--- src/rtl/mem_ctrl_pkg.sv ---
// Shared definitions for the byte-serial load/store controller: width
// constants, request size encodings, FSM state encoding and small helpers.
package mem_ctrl_pkg;

  localparam int          RegLen    = 32;
  localparam logic [31:0] ZERO_WORD = 32'h0000_0000;

  localparam int ADDR_W = 32;
  localparam int DATA_W = 32;
  localparam int BYTE_W = 8;

  localparam logic [1:0] SIZE_BYTE = 2'd0;
  localparam logic [1:0] SIZE_HALF = 2'd1;
  localparam logic [1:0] SIZE_WORD = 2'd2;

  typedef enum logic [2:0] {
    IDLE  = 3'd0,
    STORE = 3'd1,
    LOAD  = 3'd2,
    LAST  = 3'd3,
    DONE  = 3'd4
  } state_e;

  // Number of bytes moved by a request; encoding 3 behaves as a word.
  function automatic logic [2:0] size_bytes(input logic [1:0] size);
    logic [2:0] n;
    case (size)
      SIZE_BYTE: n = 3'd1;
      SIZE_HALF: n = 3'd2;
      default:   n = 3'd4;
    endcase
    return n;
  endfunction

  // True when a half/word request is not naturally aligned.
  function automatic logic is_misaligned(input logic [1:0] size,
                                         input logic [1:0] addr_lo);
    logic mis;
    case (size)
      SIZE_BYTE: mis = 1'b0;
      SIZE_HALF: mis = addr_lo[0];
      default:   mis = (addr_lo != 2'b00);
    endcase
    return mis;
  endfunction

endpackage

--- src/rtl/mem_ctrl.sv ---
// Byte-serial memory access controller between the pipeline MEM stage and a
// byte-wide synchronous RAM (1-cycle read latency). Loads/stores of 1, 2 or
// 4 bytes are sequenced one byte per cycle, little-endian.
// Optional build macro: MEM_CTRL_MISALIGN_TRAP_EN -- when defined, misaligned
// half/word requests skip the RAM and complete with err_o=1.
module mem_ctrl
  import mem_ctrl_pkg::*;
(
  input  logic                clk,
  input  logic                rst,
  input  logic                req_valid_i,
  input  logic                req_we_i,
  input  logic [1:0]          req_size_i,
  input  logic                req_signed_i,
  input  logic [ADDR_W-1:0]   req_addr_i,
  input  logic [DATA_W-1:0]   req_wdata_i,
  output logic                req_ready_o,
  output logic                done_o,
  output logic [DATA_W-1:0]   rdata_o,
  output logic                err_o,
  output logic                stall_o,
  output logic [ADDR_W-1:0]   ram_addr_o,
  output logic [BYTE_W-1:0]   ram_wdata_o,
  output logic                ram_we_o,
  input  logic [BYTE_W-1:0]   ram_rdata_i
);

  state_e              state_q, state_d;
  logic [2:0]          cnt_q, cnt_d;
  logic [ADDR_W-1:0]   addr_q, addr_d;
  logic [DATA_W-1:0]   wdata_q, wdata_d;
  logic [1:0]          size_q, size_d;
  logic                signed_q, signed_d;
  logic [DATA_W-1:0]   buf_q, buf_d;
  logic [DATA_W-1:0]   rdata_q, rdata_d;
  logic [2:0]          n_bytes;
  logic                last_byte;
  logic [1:0]          cap_idx;
`ifdef MEM_CTRL_MISALIGN_TRAP_EN
  logic                err_q, err_d;
`endif

  // Extend the assembled little-endian bytes to a full word.
  function automatic logic [DATA_W-1:0] extend_load(input logic [DATA_W-1:0] raw,
                                                    input logic [1:0] size,
                                                    input logic sgn);
    logic [DATA_W-1:0] res;
    case (size)
      SIZE_BYTE: res = {{24{sgn & raw[7]}}, raw[7:0]};
      SIZE_HALF: res = {{16{sgn & raw[15]}}, raw[15:0]};
      default:   res = raw;
    endcase
    return res;
  endfunction

  assign n_bytes   = size_bytes(size_q);
  assign last_byte = (cnt_q == (n_bytes - 3'd1));
  // Read data arriving now belongs to the address issued one cycle earlier.
  assign cap_idx   = cnt_q[1:0] - 2'd1;

  // Next-state and datapath update.
  always_comb begin
    state_d  = state_q;
    cnt_d    = cnt_q;
    addr_d   = addr_q;
    wdata_d  = wdata_q;
    size_d   = size_q;
    signed_d = signed_q;
    buf_d    = buf_q;
    rdata_d  = rdata_q;
`ifdef MEM_CTRL_MISALIGN_TRAP_EN
    err_d    = err_q;
`endif
    unique case (state_q)
      IDLE: begin
        if (req_valid_i) begin
          addr_d   = req_addr_i;
          wdata_d  = req_wdata_i;
          size_d   = req_size_i;
          signed_d = req_signed_i;
          cnt_d    = 3'd0;
          buf_d    = ZERO_WORD;
          state_d  = req_we_i ? STORE : LOAD;
`ifdef MEM_CTRL_MISALIGN_TRAP_EN
          err_d    = is_misaligned(req_size_i, req_addr_i[1:0]);
          if (err_d) begin
            state_d = DONE;
          end
`endif
        end
      end
      STORE: begin
        cnt_d = cnt_q + 3'd1;
        if (last_byte) begin
          state_d = DONE;
        end
      end
      LOAD: begin
        if (cnt_q != 3'd0) begin
          buf_d[{cap_idx, 3'b000} +: BYTE_W] = ram_rdata_i;
        end
        cnt_d = cnt_q + 3'd1;
        if (last_byte) begin
          state_d = LAST;
        end
      end
      LAST: begin
        buf_d[{cap_idx, 3'b000} +: BYTE_W] = ram_rdata_i;
        rdata_d = extend_load(buf_d, size_q, signed_q);
        state_d = DONE;
      end
      DONE: begin
        state_d = IDLE;
      end
      default: begin
        state_d = IDLE;
      end
    endcase
  end

  // State and datapath registers, cleared asynchronously.
  always_ff @(posedge clk or negedge rst) begin
    if (!rst) begin
      state_q  <= IDLE;
      cnt_q    <= 3'd0;
      addr_q   <= ZERO_WORD;
      wdata_q  <= ZERO_WORD;
      size_q   <= SIZE_BYTE;
      signed_q <= 1'b0;
      buf_q    <= ZERO_WORD;
      rdata_q  <= ZERO_WORD;
`ifdef MEM_CTRL_MISALIGN_TRAP_EN
      err_q    <= 1'b0;
`endif
    end else begin
      state_q  <= state_d;
      cnt_q    <= cnt_d;
      addr_q   <= addr_d;
      wdata_q  <= wdata_d;
      size_q   <= size_d;
      signed_q <= signed_d;
      buf_q    <= buf_d;
      rdata_q  <= rdata_d;
`ifdef MEM_CTRL_MISALIGN_TRAP_EN
      err_q    <= err_d;
`endif
    end
  end

  // Outputs decoded from the current state; all go quiet in IDLE.
  always_comb begin
    req_ready_o = (state_q == IDLE);
    done_o      = (state_q == DONE);
    stall_o     = (req_valid_i & (state_q != IDLE)) |
                  ((state_q != IDLE) & (state_q != DONE));
    ram_we_o    = (state_q == STORE);
    ram_addr_o  = ZERO_WORD;
    ram_wdata_o = '0;
    if ((state_q == STORE) || (state_q == LOAD)) begin
      ram_addr_o = addr_q + {29'd0, cnt_q};
    end
    if (state_q == STORE) begin
      ram_wdata_o = wdata_q[{cnt_q[1:0], 3'b000} +: BYTE_W];
    end
  end

  assign rdata_o = rdata_q;

`ifdef MEM_CTRL_MISALIGN_TRAP_EN
  assign err_o = err_q & (state_q == DONE);
`else
  assign err_o = 1'b0;
`endif

endmodule

--- config.mk ---
export PLATFORM = sky130hd
export DESIGN_NAME = mem_ctrl
export DESIGN_NICKNAME = d
export VERILOG_FILES = /design/src/rtl/mem_ctrl_pkg.sv /design/src/rtl/mem_ctrl.sv
export SDC_FILE = /design/constraint.sdc
export NUM_CORES = 1
export LEC_CHECK = 0
export ABC_AREA = 1
export ABC_CLOCK_PERIOD_IN_PS = 3900
export CAP_MARGIN = 20
export CORE_AREA = 2 2 149 151
export DETAILED_ROUTE_END_ITERATION = 6
export DIE_AREA = 0 0 151 153
export GPL_ROUTABILITY_DRIVEN = 1
export HOLD_SLACK_MARGIN = 0.02
export PLACE_DENSITY_LB_ADDON = 0.15
export SLEW_MARGIN = 25
export SYNTH_ARGS = -nofsm -noshare
export SYNTH_HDL_FRONTEND = slang
export SYNTH_SLANG_ARGS = --single-unit
--- constraint.sdc ---
create_clock -name clk -period 3.9 [get_ports clk]
set_clock_uncertainty 0.2 [all_clocks]
set_input_delay 0.39 -clock clk [delete_from_list [all_inputs] [get_ports clk]]
set_output_delay 0.39 -clock clk [all_outputs]
set_load 0.005 [all_outputs]
==> results of run 1 <==
[synth_stat cells, drive strengths merged, types with 8 or more instances]
cell type and n:
nand4 13, inv 57, o22ai 9, o21ai 99, clkbuf 18, nand3 20, buf 29, ha 8
a21oi 17, a31oi 9, dfrtp 137, nor2 174, mux2 8, nand2 431
[flip-flops by register name, summed over array words and instances (netlist names)]
register and cells:
buf_q 32, state_q 3, wdata_q 32, signed_q 1
rdata_o 32, cnt_q 3, size_q 2, addr_q 32
[cells by family (layout without fill, tap and decap cells)]
| kind of cell | after synthesis | count (layout) | share of synthesized area, % |
|---|---|---|---|
| buf+inv | 105 | 258 | 5.95 |
| compound gates | 136 | 136 | 9.72 |
| mux | 8 | 8 | 1.22 |
| other cells | 1 | 2 | 0.0508 |
| simple gates | 646 | 646 | 34.4 |
| xor+xnor | 5 | 5 | 0.593 |
| flops | 137 | 137 | 46.5 |
| fa+ha+maj | 9 | 9 | 1.63 |
[cells in the final DEF, fill, tap and decap left out, types with 2 or more instances in the layout]
master           count
clkbuf_16           17
o21ai_0             62
o21ai_1             36
nand2_1            429
ha_1                 8
mux2_2               8
nand2_2              2
a21oi_1             17
nand3_1             17
bufinv_16            3
nor2_1             169
nand3b_1             2
inv_6                5
nor3_1               3
nor2_4               2
nor2_2               3
inv_2                6
nand3_2              3
o22ai_1              9
a31oi_1              9
nand4_1             13
dfrtp_1            137
clkinvlp_4           2
clkdlybuf4s50_1    153
buf_4               12
clkinv_4             2
xnor2_1              4
inv_1               51
[per-layer routing]
metal	vias to the layer above	global-route usage [%]	wire, um
met5	-	0	0
met4	0	5.38	287
met3	17	3.70	1120
met2	195	30.8	10100
met1	3212	27.1	10200
li1	3585	-	-
[stage by stage]
step                std cells  setup slack [ns]  hold WS (ns)
floorplan                1047              1.36        -0.106
global placement         1446             0.962         0.222
detailed placement       1446             0.950         0.227
CTS                      1479             0.481         0.280
global route             1481             0.272         0.288
finish                   1481             0.421         0.279
[worst reg2reg max path: stages, from the launching register on]
cell and delay [ns]:
dfrtp_1 0.41, buf_4 0.20, inv_1 0.33, ha_1 0.44, inv_2 0.24, nand2_1 0.13, o21ai_2 0.08, nand3_2 0.18
nand2_2 0.25, nor2_1 0.18, nor2_1 0.06
[final timing paths]
kind                                  end  slack, ns
setup / recovery           ram_addr_o[16]       0.42
hold / removal                wdata_q[30]       0.28
setup reg to reg              rdata_o[30]       1.09
min in group asynchronous      rdata_o[4]       0.32
max in group asynchronous      state_q[2]       2.35
hold reg to reg               wdata_q[30]       0.28
[final cells by class]
cell class,instances,area [um2]
Antenna cell,1,2.50
Clock buffer,18,439
Timing Repair Buffer,168,1670
Multi-Input combinational cell,805,3540
Fill cell,2274,11700
Inverter,58,218
Tap cell,280,350
Clock inverter,14,183
Sequential cell,137,3430
[report_power, final]
part	switching (mW)	internal, mW
clock	0.680	1.04
sequential	0.448	1.97
combinational	1.94	1.43
==> flow_summary.json, run 1 <==
{
  "grt_pass1_wl_um": 35200,
  "synth_area_leaders": "dfrtp_1 46%, nand2_1 22%, nor2_1 8.7%",
  "ys_warn_count": 0,
  "outcome": "finished clean",
  "die_w_um": 151,
  "cts.sinks": 137,
  "reg2regPathDepth": 10,
  "slew_violations": 0,
  "dp_hpwl_um": 15800,
  "dieHeight_um": 153,
  "tightestPinTransition_ns": 0.744,
  "firstDrtPassIters": 5,
  "grt.overflow.total": 0,
  "regToRegStartpoint": "cnt_q[1]",
  "postCtsSetupRepairBufs": 0,
  "hold_violations": 0,
  "cts_buffers": 17,
  "startpoint": "cnt_q[2]",
  "startpoint_type": "register",
  "final_cell_area_um2": 9830,
  "synth.top_cell.area_share_pct": 46.5,
  "syn-cell-area_um2": 7380,
  "final_util_pct": 45.7,
  "seq_area_frac_synth_pct": 46.5,
  "cp.depth": 10,
  "path_max_fanout": 6,
  "grt_usage_pct": 19.4,
  "start_util_pct": 34.3,
  "num_rows": 54,
  "grt_pass1_vias": 6727,
  "setup_viol": 0,
  "wl_per_cell_um": 14.7,
  "nets": 1275,
  "ant_nets": 0,
  "synth_edf_count": 0,
  "holdBufCountCts": 1,
  "crit_type": "reg -> out",
  "area_growth_pct": 33.2,
  "max-slew-margin-rel_pct": 50.3,
  "synthFlopType": "dfrtp_1",
  "period_needed_ns": 3.48,
  "finalCritPeriodShare_pct": 89.2,
  "min_path_type": "reg -> reg",
  "crit_top_cell": "nand2_1",
  "drive_gt1_share_pct": 6.17,
  "max_stage_delay_ns": 0.53,
  "avgSynthCellArea_um2": 7.05,
  "synth_cell_type_count": 35,
  "synthCells": 1047,
  "worstPathRequired_ns": 3.31,
  "rsz0062_at_grt": "no",
  "power_density_nw_per_um2": 764,
  "clkTransAtPathRegs_ns": 0.07,
  "critPathBufInv": 1,
  "drtIter0Drc": 518,
  "drc": 0,
  "cp_data_arrival_time_ns": 2.89,
  "antenna_found_initial": 1,
  "io_buffers": 154,
  "worstPathCellList": "ha_1 > nand2_1 > nand2_1 > nand2_1 > nor2_1 > nand3_1 > nand2_1 > nand2_1 > nor2_1 > clkdlybuf4s50_1",
  "cts_tree": "yes",
  "routed_wl_um": 21700,
  "ios": 156,
  "drt-vias-per-instance": 4.73,
  "postPlaceCellArea_um2": 9170,
  "core_area_um2": 21500,
  "crit_family": "simple AND/OR/NAND/NOR gates",
  "maxCapViolCount": 0,
  "whs_path_depth": 2,
  "synth_top_area_cell": "dfrtp_1",
  "htree_num_levels": 4,
  "grt_max_degree": 63,
  "routabilityCongestion": 0.877,
  "ctsResizeCount": 0,
  "ys_ff_latch": 137,
  "p_total_mw": 7.51,
  "fmax_mhz": 287,
  "clock_path_buffers": 2,
  "slowest_stage": "clkdlybuf4s50_1",
  "dieArea_um2": 23100,
  "vdd_drop_max_uv": 300,
  "crit_path_end_kind": "output port",
  "vias": 7009,
  "synth_async_sr_flop_share_pct": 100,
  "ctsRootBufferMaster": "clkbuf_16",
  "synth_fp_nets": 1135,
  "tns_ns": 0,
  "hp-start": "wdata_q[30]",
  "p_leak_nw": 4.38,
  "clk-insertion-delay-late_ns": 0.42
}
(Power assumes the default switching activity.)
==> run 2, diff against run 1 <==
- CORE_AREA: 2 2 149 151 -> 2 2 191 118
- DIE_AREA: 0 0 151 153 -> 0 0 193 120
==> run 2 against run 1 <==
  * Routed wire length up 7.8%
  * Combinational power about the same
  * Clock-buffer cell count up 7
  * Critical path type unchanged
==> flow_summary.json, run 2 (same netlist as run 1, synthesis figures left out) <==
{
  "crit_path_end_kind": "output port",
  "startpoint_type": "register",
  "tightestPinTransition_ns": 0.768,
  "crit_type": "reg -> out",
  "pre_cts_ws_ns": 0.790,
  "drt-vias-per-instance": 4.78,
  "routed_wl_um": 23400,
  "worst_slack_ns": 0.341,
  "final-instance-count-excl-fill": 1483,
  "slowest_stage": "clkdlybuf4s50_1",
  "max_stage_delay_ns": 0.51,
  "clock_path_buffers": 2,
  "finalCritPeriodShare_pct": 91.3,
  "die_w_um": 193,
  "htree_num_levels": 4,
  "cts_buffers": 17,
  "start_util_pct": 34.3,
  "io_buffers": 154,
  "worstPathCellList": "ha_1 > nand2_1 > nand2_1 > nand4_1 > nor2_1 > nand2_1 > nand2_1 > nand2_1 > nor2_1 > clkdlybuf4s50_1",
  "dieHeight_um": 120,
  "antenna_cells": 0,
  "drive_gt1_share_pct": 5.60,
  "vdd_drop_max_uv": 375,
  "rsz0062_at_grt": "no",
  "min_path_type": "reg -> reg",
  "max-slew-margin-rel_pct": 48.8,
  "grt_pass1_wl_um": 36700,
  "grt.overflow.total": 0,
  "dp_hpwl_um": 17200,
  "firstDrtPassIters": 5,
  "drtIter0Drc": 520,
  "grt_pass1_vias": 6643,
  "cts.sinks": 137,
  "routabilityCongestion": 0.906,
  "drc": 0,
  "ctsRootBufferMaster": "clkbuf_16",
  "core_area_um2": 21500,
  "cp_data_arrival_time_ns": 2.97,
  "wl_per_cell_um": 15.8,
  "tns_ns": 0,
  "clk-insertion-delay-late_ns": 0.43,
  "grt_max_degree": 80,
  "final_common_cell": "nand2_1",
  "vias": 7091,
  "antenna_found_initial": 0,
  "ios": 156,
  "nets": 1272,
  "period_needed_ns": 3.56,
  "area_growth_pct": 31.8,
  "worstPathRequired_ns": 3.31,
  "critPathBufInv": 1,
  "grt_usage_pct": 21.0,
  "cts_tree": "yes",
  "postCtsSetupRepairBufs": 0,
  "dieArea_um2": 23200,
  "ant_nets": 0,
  "slew_violations": 0,
  "p_leak_nw": 4.33,
  "power_density_nw_per_um2": 750,
  "crit_top_cell": "nand2_1",
  "maxCapViolCount": 0,
  "clkTransAtPathRegs_ns": 0.06,
  "num_rows": 42,
  "p_total_mw": 7.30,
  "path_max_fanout": 6,
  "crit_family": "simple AND/OR/NAND/NOR gates",
  "r2r_slack_ns": 1.01,
  "dp.cells": 1450,
  "setup_viol": 0,
  "fmax_mhz": 281,
  "outcome": "finished clean",
  "hold_violations": 0,
  "final_cell_mix": "429 x nand2_1, 170 x nor2_1, 153 x clkdlybuf4s50_1"
}
-- run 2: cell types whose count changed in the layout (fill, tap and decap cells not counted), sizes merged --
cell and change:
buf -3, bufinv -3, clkbuf +7, clkinv +3, clkinvlp -1, diode -1
inv -6
-- run 2: metal layers --
metal  track usage [%]  wire, um  vias up
li1                  -         -     3567
met1              34.0     12500     3293
met2              26.4      8730      220
met3              6.29      2050       11
met4              4.59       147        0
met5                 0         0        -
-- run 2: worst paths after layout --
| kind | depth (start not counted) | to | startpoint |
|---|---|---|---|
| setup / recovery | 10 | ram_addr_o[18] | cnt_q[2] |
| hold / removal | 2 | wdata_q[13] | wdata_q[13] |
| min in group asynchronous | 2 | addr_q[16] | rst |
| hold reg to reg | 2 | wdata_q[13] | wdata_q[13] |
| setup reg to reg | 10 | rdata_o[23] | cnt_q[1] |
| max in group asynchronous | 3 | buf_q[2] | rst |
-- run 2: area by class of cell --
class,instances,area (um2)
Fill cell,2212,11800
Clock buffer,25,505
Clock inverter,7,41.3
Inverter,58,218
Sequential cell,137,3430
Timing Repair Buffer,165,1640
Tap cell,286,358
Multi-Input combinational cell,805,3530
-- run 2: per-stage QoR --
| stage | utilization, % | cell area (um2) | hold slack, ns |
|---|---|---|---|
| finish | 45.1 | 9730 | 0.264 |
| global route | 45.1 | 9730 | 0.281 |
| CTS | 45.1 | 9730 | 0.269 |
| detailed placement | 42.6 | 9170 | 0.254 |
| global placement | 42.6 | 9170 | 0.248 |
| floorplan | - | 7380 | -0.106 |
-- run 2: where the power goes --
part | internal, mW | switching [mW] | total (mW) | leakage (nW)
clock | 0.892 | 0.615 | 1.51 | 0.273
combinational | 1.39 | 1.99 | 3.38 | 2.32
sequential | 1.97 | 0.441 | 2.41 | 1.74
total | 4.25 | 3.05 | 7.30 | 4.33
-- run 2: worst min-delay path: cells and delay by family (launching register included) --
family	cells	cell delay (ns)
AND/OR/NAND/NOR	2	0.09
flip-flops	1	0.34
-- run 2: what timing repair did --
item,4_1_cts,5_1_grt
resized for setup,0,0
hold buffers,1,0
hold endpoints to repair,78,0
